### config.mk
export PLATFORM = sky130hd
export DESIGN_NAME = mdu_seq_ctrl
export DESIGN_NICKNAME = d
export VERILOG_FILES = /design/src/rtl/mdu_seq_ctrl.sv
export SDC_FILE = /design/constraint.sdc
export NUM_CORES = 1
export LEC_CHECK = 0
export ABC_AREA = 1
export CAP_MARGIN = 20
export CORE_UTILIZATION = 30
export CTS_CLUSTER_SIZE = 8
export DETAILED_ROUTE_END_ITERATION = 8
export DONT_BUFFER_PORTS = 1
export GPL_TIMING_DRIVEN = 0
export MAX_ROUTING_LAYER = met4
export SYNTH_ARGS = -nofsm -noshare
export SYNTH_HDL_FRONTEND = slang
export SYNTH_SLANG_ARGS = --single-unit
### constraint.sdc
create_clock -name clk -period 18 [get_ports clk]
set_input_delay 0 -clock clk [delete_from_list [all_inputs] [get_ports clk]]
set_output_delay 0 -clock clk [all_outputs]
set_load 0.005 [all_outputs]
### src/rtl/mdu_seq_ctrl.sv
// RV32M multiply/divide sequencer: iterative shift-add multiply and restoring divide.
// Optional MDU_FAST_MUL_EN: single-cycle combinational multiply, divides unchanged.
module mdu_seq_ctrl #(
  parameter int XLEN  = 32,
  parameter int CNT_W = 5
) (
  input  logic            clk,
  input  logic            rst,
  input  logic            I_valid,
  output logic            O_ready,
  input  logic [2:0]      I_op,
  input  logic [XLEN-1:0] I_src1,
  input  logic [XLEN-1:0] I_src2,
  input  logic [4:0]      I_rd_waddr,
  input  logic            I_flush,
  output logic            O_valid,
  input  logic            I_ready,
  output logic [XLEN-1:0] O_result,
  output logic [4:0]      O_rd_waddr,
  output logic            O_busy
);

  typedef enum logic [1:0] {IDLE, CALC, DONE} state_t;

  state_t              state_q, state_d;
  logic [CNT_W-1:0]    cnt_q, cnt_d;
  logic [2:0]          op_q, op_d;
  logic [4:0]          rd_q, rd_d;
  logic                neg_q, neg_d;
  logic [XLEN-1:0]     a_q, a_d, b_q, b_d, res_q, res_d;
  logic [2*XLEN-1:0]   acc_q, acc_d;

  function automatic logic [XLEN-1:0] negx(input logic n, input logic [XLEN-1:0] x);
    return n ? (~x + 1'b1) : x;
  endfunction

  function automatic logic [2*XLEN-1:0] negp(input logic n, input logic [2*XLEN-1:0] x);
    return n ? (~x + 1'b1) : x;
  endfunction

  function automatic logic [XLEN-1:0] mul_sel(input logic [2:0] op, input logic [2*XLEN-1:0] p);
    return (op[1:0] == 2'b00) ? p[XLEN-1:0] : p[2*XLEN-1:XLEN];
  endfunction

  // Operand decode at accept: MULH/MULHSU/DIV/REM treat src1 as signed, MULH/DIV/REM src2
  logic            sgn1, sgn2, neg_i, div_zero, div_ovf;
  logic [XLEN-1:0] mag1, mag2;

  assign sgn1     = (I_op == 3'b001 || I_op == 3'b010 || I_op == 3'b100 || I_op == 3'b110)
                    && I_src1[XLEN-1];
  assign sgn2     = (I_op == 3'b001 || I_op == 3'b100 || I_op == 3'b110) && I_src2[XLEN-1];
  assign mag1     = negx(sgn1, I_src1);
  assign mag2     = negx(sgn2, I_src2);
  assign neg_i    = (I_op == 3'b110) ? sgn1 : (sgn1 ^ sgn2);
  assign div_zero = I_op[2] && (I_src2 == '0);
  assign div_ovf  = I_op[2] && !I_op[0] && (I_src1 == {1'b1, {(XLEN-1){1'b0}}}) && (I_src2 == '1);

`ifdef MDU_FAST_MUL_EN
  logic [2*XLEN-1:0] fast_prod;
  assign fast_prod = {{XLEN{1'b0}}, mag1} * {{XLEN{1'b0}}, mag2};
`endif

  // One iteration: multiply adds multiplicand on acc LSB then shifts right;
  // divide shifts the next dividend bit into the partial remainder and trial-subtracts.
  logic [XLEN:0]     mul_sum, rem_sh, trial, rem_nxt;
  logic [2*XLEN-1:0] mul_nxt;
  logic [XLEN-1:0]   q_nxt;
  logic              div_ok;

  assign mul_sum = {1'b0, acc_q[2*XLEN-1:XLEN]} + (acc_q[0] ? {1'b0, a_q} : '0);
  assign mul_nxt = {mul_sum, acc_q[XLEN-1:1]};
  assign rem_sh  = {acc_q[XLEN-1:0], b_q[XLEN-1]};
  assign trial   = rem_sh - {1'b0, a_q};
  assign div_ok  = !trial[XLEN];
  assign rem_nxt = div_ok ? trial : rem_sh;
  assign q_nxt   = {b_q[XLEN-2:0], div_ok};

  always_comb begin
    state_d = state_q;
    cnt_d   = cnt_q;
    op_d    = op_q;
    rd_d    = rd_q;
    neg_d   = neg_q;
    a_d     = a_q;
    b_d     = b_q;
    acc_d   = acc_q;
    res_d   = res_q;
    if (I_flush) begin
      state_d = IDLE;
      cnt_d   = '0;
    end else begin
      unique case (state_q)
        IDLE: if (I_valid) begin
          op_d  = I_op;
          rd_d  = I_rd_waddr;
          neg_d = neg_i;
          cnt_d = '0;
          if (div_zero) begin
            res_d   = I_op[1] ? I_src1 : '1;
            state_d = DONE;
          end else if (div_ovf) begin
            res_d   = I_op[1] ? '0 : I_src1;
            state_d = DONE;
`ifdef MDU_FAST_MUL_EN
          end else if (!I_op[2]) begin
            res_d   = mul_sel(I_op, negp(neg_i, fast_prod));
            state_d = DONE;
`endif
          end else if (I_op[2]) begin
            a_d     = mag2;
            b_d     = mag1;
            acc_d   = '0;
            state_d = CALC;
          end else begin
            a_d     = mag1;
            acc_d   = {{XLEN{1'b0}}, mag2};
            state_d = CALC;
          end
        end
        CALC: begin
          cnt_d = cnt_q + 1'b1;
          if (op_q[2]) begin
            acc_d = {{(XLEN-1){1'b0}}, rem_nxt};
            b_d   = q_nxt;
          end else begin
            acc_d = mul_nxt;
          end
          if (cnt_q == '1) begin
            state_d = DONE;
            if (op_q[2])
              res_d = op_q[1] ? negx(neg_q, rem_nxt[XLEN-1:0]) : negx(neg_q, q_nxt);
            else
              res_d = mul_sel(op_q, negp(neg_q, mul_nxt));
          end
        end
        DONE: if (I_ready) state_d = IDLE;
        default: state_d = IDLE;
      endcase
    end
  end

  always_ff @(posedge clk) begin
    if (rst) begin
      state_q <= IDLE;
      cnt_q   <= '0;
      res_q   <= '0;
      rd_q    <= '0;
    end else begin
      state_q <= state_d;
      cnt_q   <= cnt_d;
      res_q   <= res_d;
      rd_q    <= rd_d;
    end
  end

  always_ff @(posedge clk) begin
    op_q  <= op_d;
    neg_q <= neg_d;
    a_q   <= a_d;
    b_q   <= b_d;
    acc_q <= acc_d;
  end

  assign O_ready    = (state_q == IDLE) && !rst;
  assign O_busy     = !O_ready;
  assign O_valid    = (state_q == DONE);
  assign O_result   = res_q;
  assign O_rd_waddr = rd_q;

endmodule
* Word-level counts from Yosys, hierarchy flattened *
Cells that the tools add are included.

operators by class
  $add $sub $neg = 8
  eq/ne operators = 17
  muxes and demuxes = 39
  bitwise gates (word level) = 9
  reductions and logical operators = 28

operators with widths
  cell                   count
  $mux 32                21
  $mux 64                5
  $add 32x1->32 const B  4
  $not 32->32            4
  $pmux 32 s2            2
  $pmux 64 s2            1
  $add 64x1->64 const B  1
  $eq 32x32->1 const B   2
  $not 64->64            1
  $add 32x32->33         1
  $mux 33                1
  $sub 33x32->33         1
  $logic_not 32->1       1
  $reduce_and 5->1       3
  $ne 2x2->1 const B     6
  $mux 2                 5
  $pmux 5 s2             1
  $logic_and 1x1->1      7
  $reduce_and 7->1       1
  $eq 3x3->1 const B     2
  $pmux 2 s3             1
  $reduce_and 3->1       2
  $add 5x1->5 const B    1
  $eq 5x5->1 const B     1
  other kinds (16)       26

word-level totals
  register bits = 176
  input bits = 77
  word-level logic and storage cells = 110

* Depth between registers and ports, before layout *
  word-level depth = 11
  depth in mapped cells = 39
  mapped depth without buffers = 34

* Worst setup path before layout *
No wires, ideal clock.

  path kind = input to register
  start point = in I_src1[0]
  end point = reg b_q[0], enable pin
  setup time = 432 ps
  arrival time = 7012 ps
  setup slack = 10556 ps
  cell stages on the path = 11
  path buffers = 0
  cell sequence = inv_1 -> ha_1 -> nand3_1 -> nor3_2 -> nand3_1 -> nor4_1 -> nand4_1 -> a21oi_1 -> nor3_1 -> nand2_1 -> a21oi_1

on the way
  longest elaborated chain between the ends = 5

ends and longest elaborated chain
  item                            line  RTL
  start, declared                 12    input logic [XLEN-1:0] I_src1,
  $eq 32x32->1                    56    assign div_ovf = I_op[2] && !I_op[0] && (I_src1 == {1'b1, {(XLEN-1){1'b0}}}) && (I_src2 == '1);
  $logic_and 1x1->1 (2 in a row)  56
  $ne 2x2->1 (no line)            -
  $reduce_and 7->1 (no line)      -
  end signal, assigned            160   b_q <= b_d;
  end, declared                   30    logic [XLEN-1:0] a_q, a_d, b_q, b_d, res_q, res_d;

No other way between the ends.
A chain may end at the register's enable or synchronous reset.

* Worst setup path after layout *
  start point = reg acc_q[0]
  end point = reg res_q[24], in the netlist O_result[24]

on the way
  longest elaborated chain between the ends = 9
  elaborated cells between the ends (all ways) = 19
  classes of those cells = add/sub (5); mux (10); bitwise (3); reduce/logical (1)

ends and longest elaborated chain
  item                                                   line     RTL
  start, declared                                        31       logic [2*XLEN-1:0] acc_q, acc_d;
  start signal, assigned                                 161      acc_q <= acc_d;
  $mux 32 / $sub 33x32->33 (equally long branches)       70, 73
  $add 32x32->33, or another cell as far along           70       assign mul_sum = {1'b0, acc_q[2*XLEN-1:XLEN]} + (acc_q[0] ? {1'b0, a_q} : '0);
  $not 64->64 / $not 32->32 (equally long branches)      38, 34
  $add 64x1->64 / $add 32x1->32 (equally long branches)  38, 34
  $mux 64 / $mux 32 (equally long branches)              38, 34
  $mux 32, on equally long branches                      42, 131
  $mux 32 *                                              130      if (op_q[2])
  $mux 32 *                                              128      if (cnt_q == '1) begin
  $pmux 32 s2 *                                          92       unique case (state_q)
  end signal, assigned                                   151      res_q <= res_d;
  end, declared                                          30

Mark *: on every way between the ends. The rest lies on a longest branch, timed or not. The select of a mux whose other input is x is not followed.

==> results.json <==
{
  "synth_area_leaders": "nand2_1 21%, edfxtp_1 20%, inv_1 9.9%",
  "routed_wl_um": 93300,
  "arrival_ns": 8.25,
  "startpoint_type": "flop",
  "drt_iter0_markers": 2876,
  "via_per_inst": 5.27,
  "numCtsBuffers": 17,
  "row_count": 94,
  "die_area_um2": 67500,
  "regArea_um2": 4840,
  "reg2reg_from": "acc_q[0]",
  "die_w_um": 260,
  "layout_common_cells": "1,099 x nand2_1, 524 x inv_1, 330 x nor2_1",
  "cp_max_fo": 10,
  "setup_viol": 0,
  "max_slew_margin": 0.253,
  "tightest_slew_ns": 1.12,
  "crit_required_ns": 18.41,
  "cpMostUsedCell": "nand2_1",
  "grt_pass1_wl_um": 136000,
  "ant_nets": 0,
  "die_h_um": 260,
  "synth_cells": 3384,
  "cts_buffer_depth": 2,
  "path_delay_family": "buffers and inverters",
  "multiInputGateArea_um2": 12600,
  "syn_avg_cell_area_um2": 5.89,
  "ys_seq_area_frac": 0.243,
  "rsz0062_at_grt": "false",
  "dr.pass1.iters": 6,
  "area_growth_pct": 13.8,
  "io_pins": 117,
  "synth_fp_nets": 3537,
  "core-area_um2": 65700,
  "postCtsResizedCells": 0,
  "synthDistinctLibCells": 54,
  "clk_transition_reported_paths_ns": 0.08,
  "yosys_warnings": 0,
  "tritoncts": "built",
  "drc": 0,
  "initial_utilization": 0.303,
  "final_layout_size_suffix_gt1_frac": 0.0569,
  "syn-cell-area_um2": 19900,
  "fin_crit_sh": 0.435,
  "grtUsageTotal": 0.282,
  "cts_num_sinks": 176,
  "cpPeakStageDelay_ns": 0.57,
  "layout_commonest_cell": "nand2_1",
  "yosysTopAreaCell": "nand2_1",
  "critical_path_class": "flop to flop",
  "grt_pass1_vias": 21600,
  "cp-startpoint": "acc_q[0]",
  "crit_slowest_cell": "dlygate4sd3_1",
  "grt_antenna_before_repair": 0,
  "route.vias.total": 23100,
  "outcome": "completed",
  "end_kind": "flop",
  "fill_cells": 7348,
  "layout.nets": 3653,
  "slew_viol_final": 0,
  "dpl.hpwl_um": 76700,
  "clk_latency_ns": 0.52,
  "place_congestion": 1.02,
  "fin_skew_ns": 0.0222,
  "setup-tns-final_ns": 0,
  "grt-ovfl-total": 0,
  "fin_util": 0.345,
  "final_hold_viol_count": 0,
  "fin_crit_ns": 7.84,
  "drv_cap": 0,
  "cts.htree.levels": 4,
  "min-delay-start": "I_src1[10]",
  "wl_per_cell_um": 21.3,
  "port_buffers": 0,
  "power.density_nw_per_um2": 70.3,
  "hold_path_class": "input port to flop",
  "crit_buf_inv": 13,
  "cts_root_buf": "clkbuf_16",
  "n_antenna_cell": 0,
  "design_power_total_w": 0.00159,
  "p_leak_nw": 11.0,
  "peakVddDrop_mv": 0.0794,
  "ys_ff_latch": 176,
  "grt_max_degree": 18,
  "synth_top_area_frac": 0.207,
  "fmaxAchievable_mhz": 128
}
[synth_stat cells (all sizes together)]
master / instances
a21oi: 180
a221oi: 1
a22oi: 3
a31oi: 24
a32o: 1
a41o: 1
a41oi: 1
and2: 8
and3: 3
buf: 34
clkbuf: 68
clkinv: 5
dfxtp: 44
edfxtp: 132
fa: 2
ha: 74
inv: 550
nand2: 1141
nand3: 226
nand3b: 7
nand4: 53
nor2: 359
nor3: 53
nor3b: 1
nor4: 15
o211ai: 24
o21a: 3
o21ai: 229
o21bai: 4
o221ai: 32
o22ai: 5
o311a: 1
o31ai: 5
o32ai: 1
or2: 8
xnor2: 14
xor2: 72
[flip-flops by register name, indices dropped and copies added, names as in the netlist]
signal / cells
b_q: 32
state_q: 2
O_result: 32
acc_q: 64
neg_q: 1
O_rd_waddr: 5
a_q: 32
cnt_q: 5
op_q: 3
[final cells by class]
| cell class | count | share of cell area |
|---|---|---|
| clock buffers | 17 | 0.0187 |
| clock inverters | 15 | 0.0108 |
| repair buffers | 97 | 0.0432 |
| flip-flops and latches | 176 | 0.213 |
| well taps | 864 | 0.0476 |
| multi-input cells | 2551 | 0.556 |
| inverters | 555 | 0.0918 |
| plain buffers | 102 | 0.0182 |
[logic make-up after synthesis]
family | count (synthesis) | share of synthesized area
xor+xnor | 86 | 0.0378
flops | 176 | 0.243
fa+ha+maj | 76 | 0.0484
buf+inv | 657 | 0.125
compound gates | 515 | 0.146
simple gates | 1874 | 0.400
[through the flow]
step	area, µm²	hold slack, ns	setup slack [ns]	instances
final	22700	0.0145	10.16	4377
after global routing	22700	0.0436	9.67	4377
after CTS	22700	0.000594	10.39	4377
after detailed placement	21200	0.0575	10.77	4260
after global placement	21000	0.0591	7.00	4248
after floorplan	19900	0.0385	10.56	3384
[worst paths after layout]
path / endpoint / slack [ns] / cells past startpoint
hold reg to reg: cnt_q[4] / 0.48 / 2
setup reg to reg: O_result[24] / 10.16 / 40
hold / removal: b_q[11] / 0.01 / 4
setup / recovery: O_result[24] / 10.16 / 40
[layer usage]
| layer | vias to the layer above | part of all wire | wire (µm) | global-route usage |
|---|---|---|---|---|
| met5 | - | 0 | 0 | - |
| met4 | 0 | 0.058 | 5400 | 0.148 |
| met3 | 225 | 0.080 | 7460 | 0.0486 |
| met2 | 1129 | 0.44 | 41300 | 0.436 |
| met1 | 10600 | 0.42 | 39100 | 0.349 |
| li1 | 11100 | - | - | - |
[worst register-to-register path: cells and delay by family (launching register included)]
kind	cells	cell delay [ns]
fa+ha+maj	3	0.97
simple gates	20	2.51
compound gates	4	0.55
flops	1	0.39
buf+inv	13	3.34
[what timing repair did]
action,in CTS,in global routing
buffers inserted,0,0
hold buffers,85,0
setup endpoints to repair,0,0
hold endpoints to repair,147,0
[power breakdown]
part	leakage, nW	switching, W	internal (W)	total, W
Clock	0.325	0.000194	0.000251	0.000445
Combinational	9.10	0.000473	0.000181	0.000654
Sequential	1.61	0.0000276	0.000468	0.000496
Power figures use the tool's default switching activity.
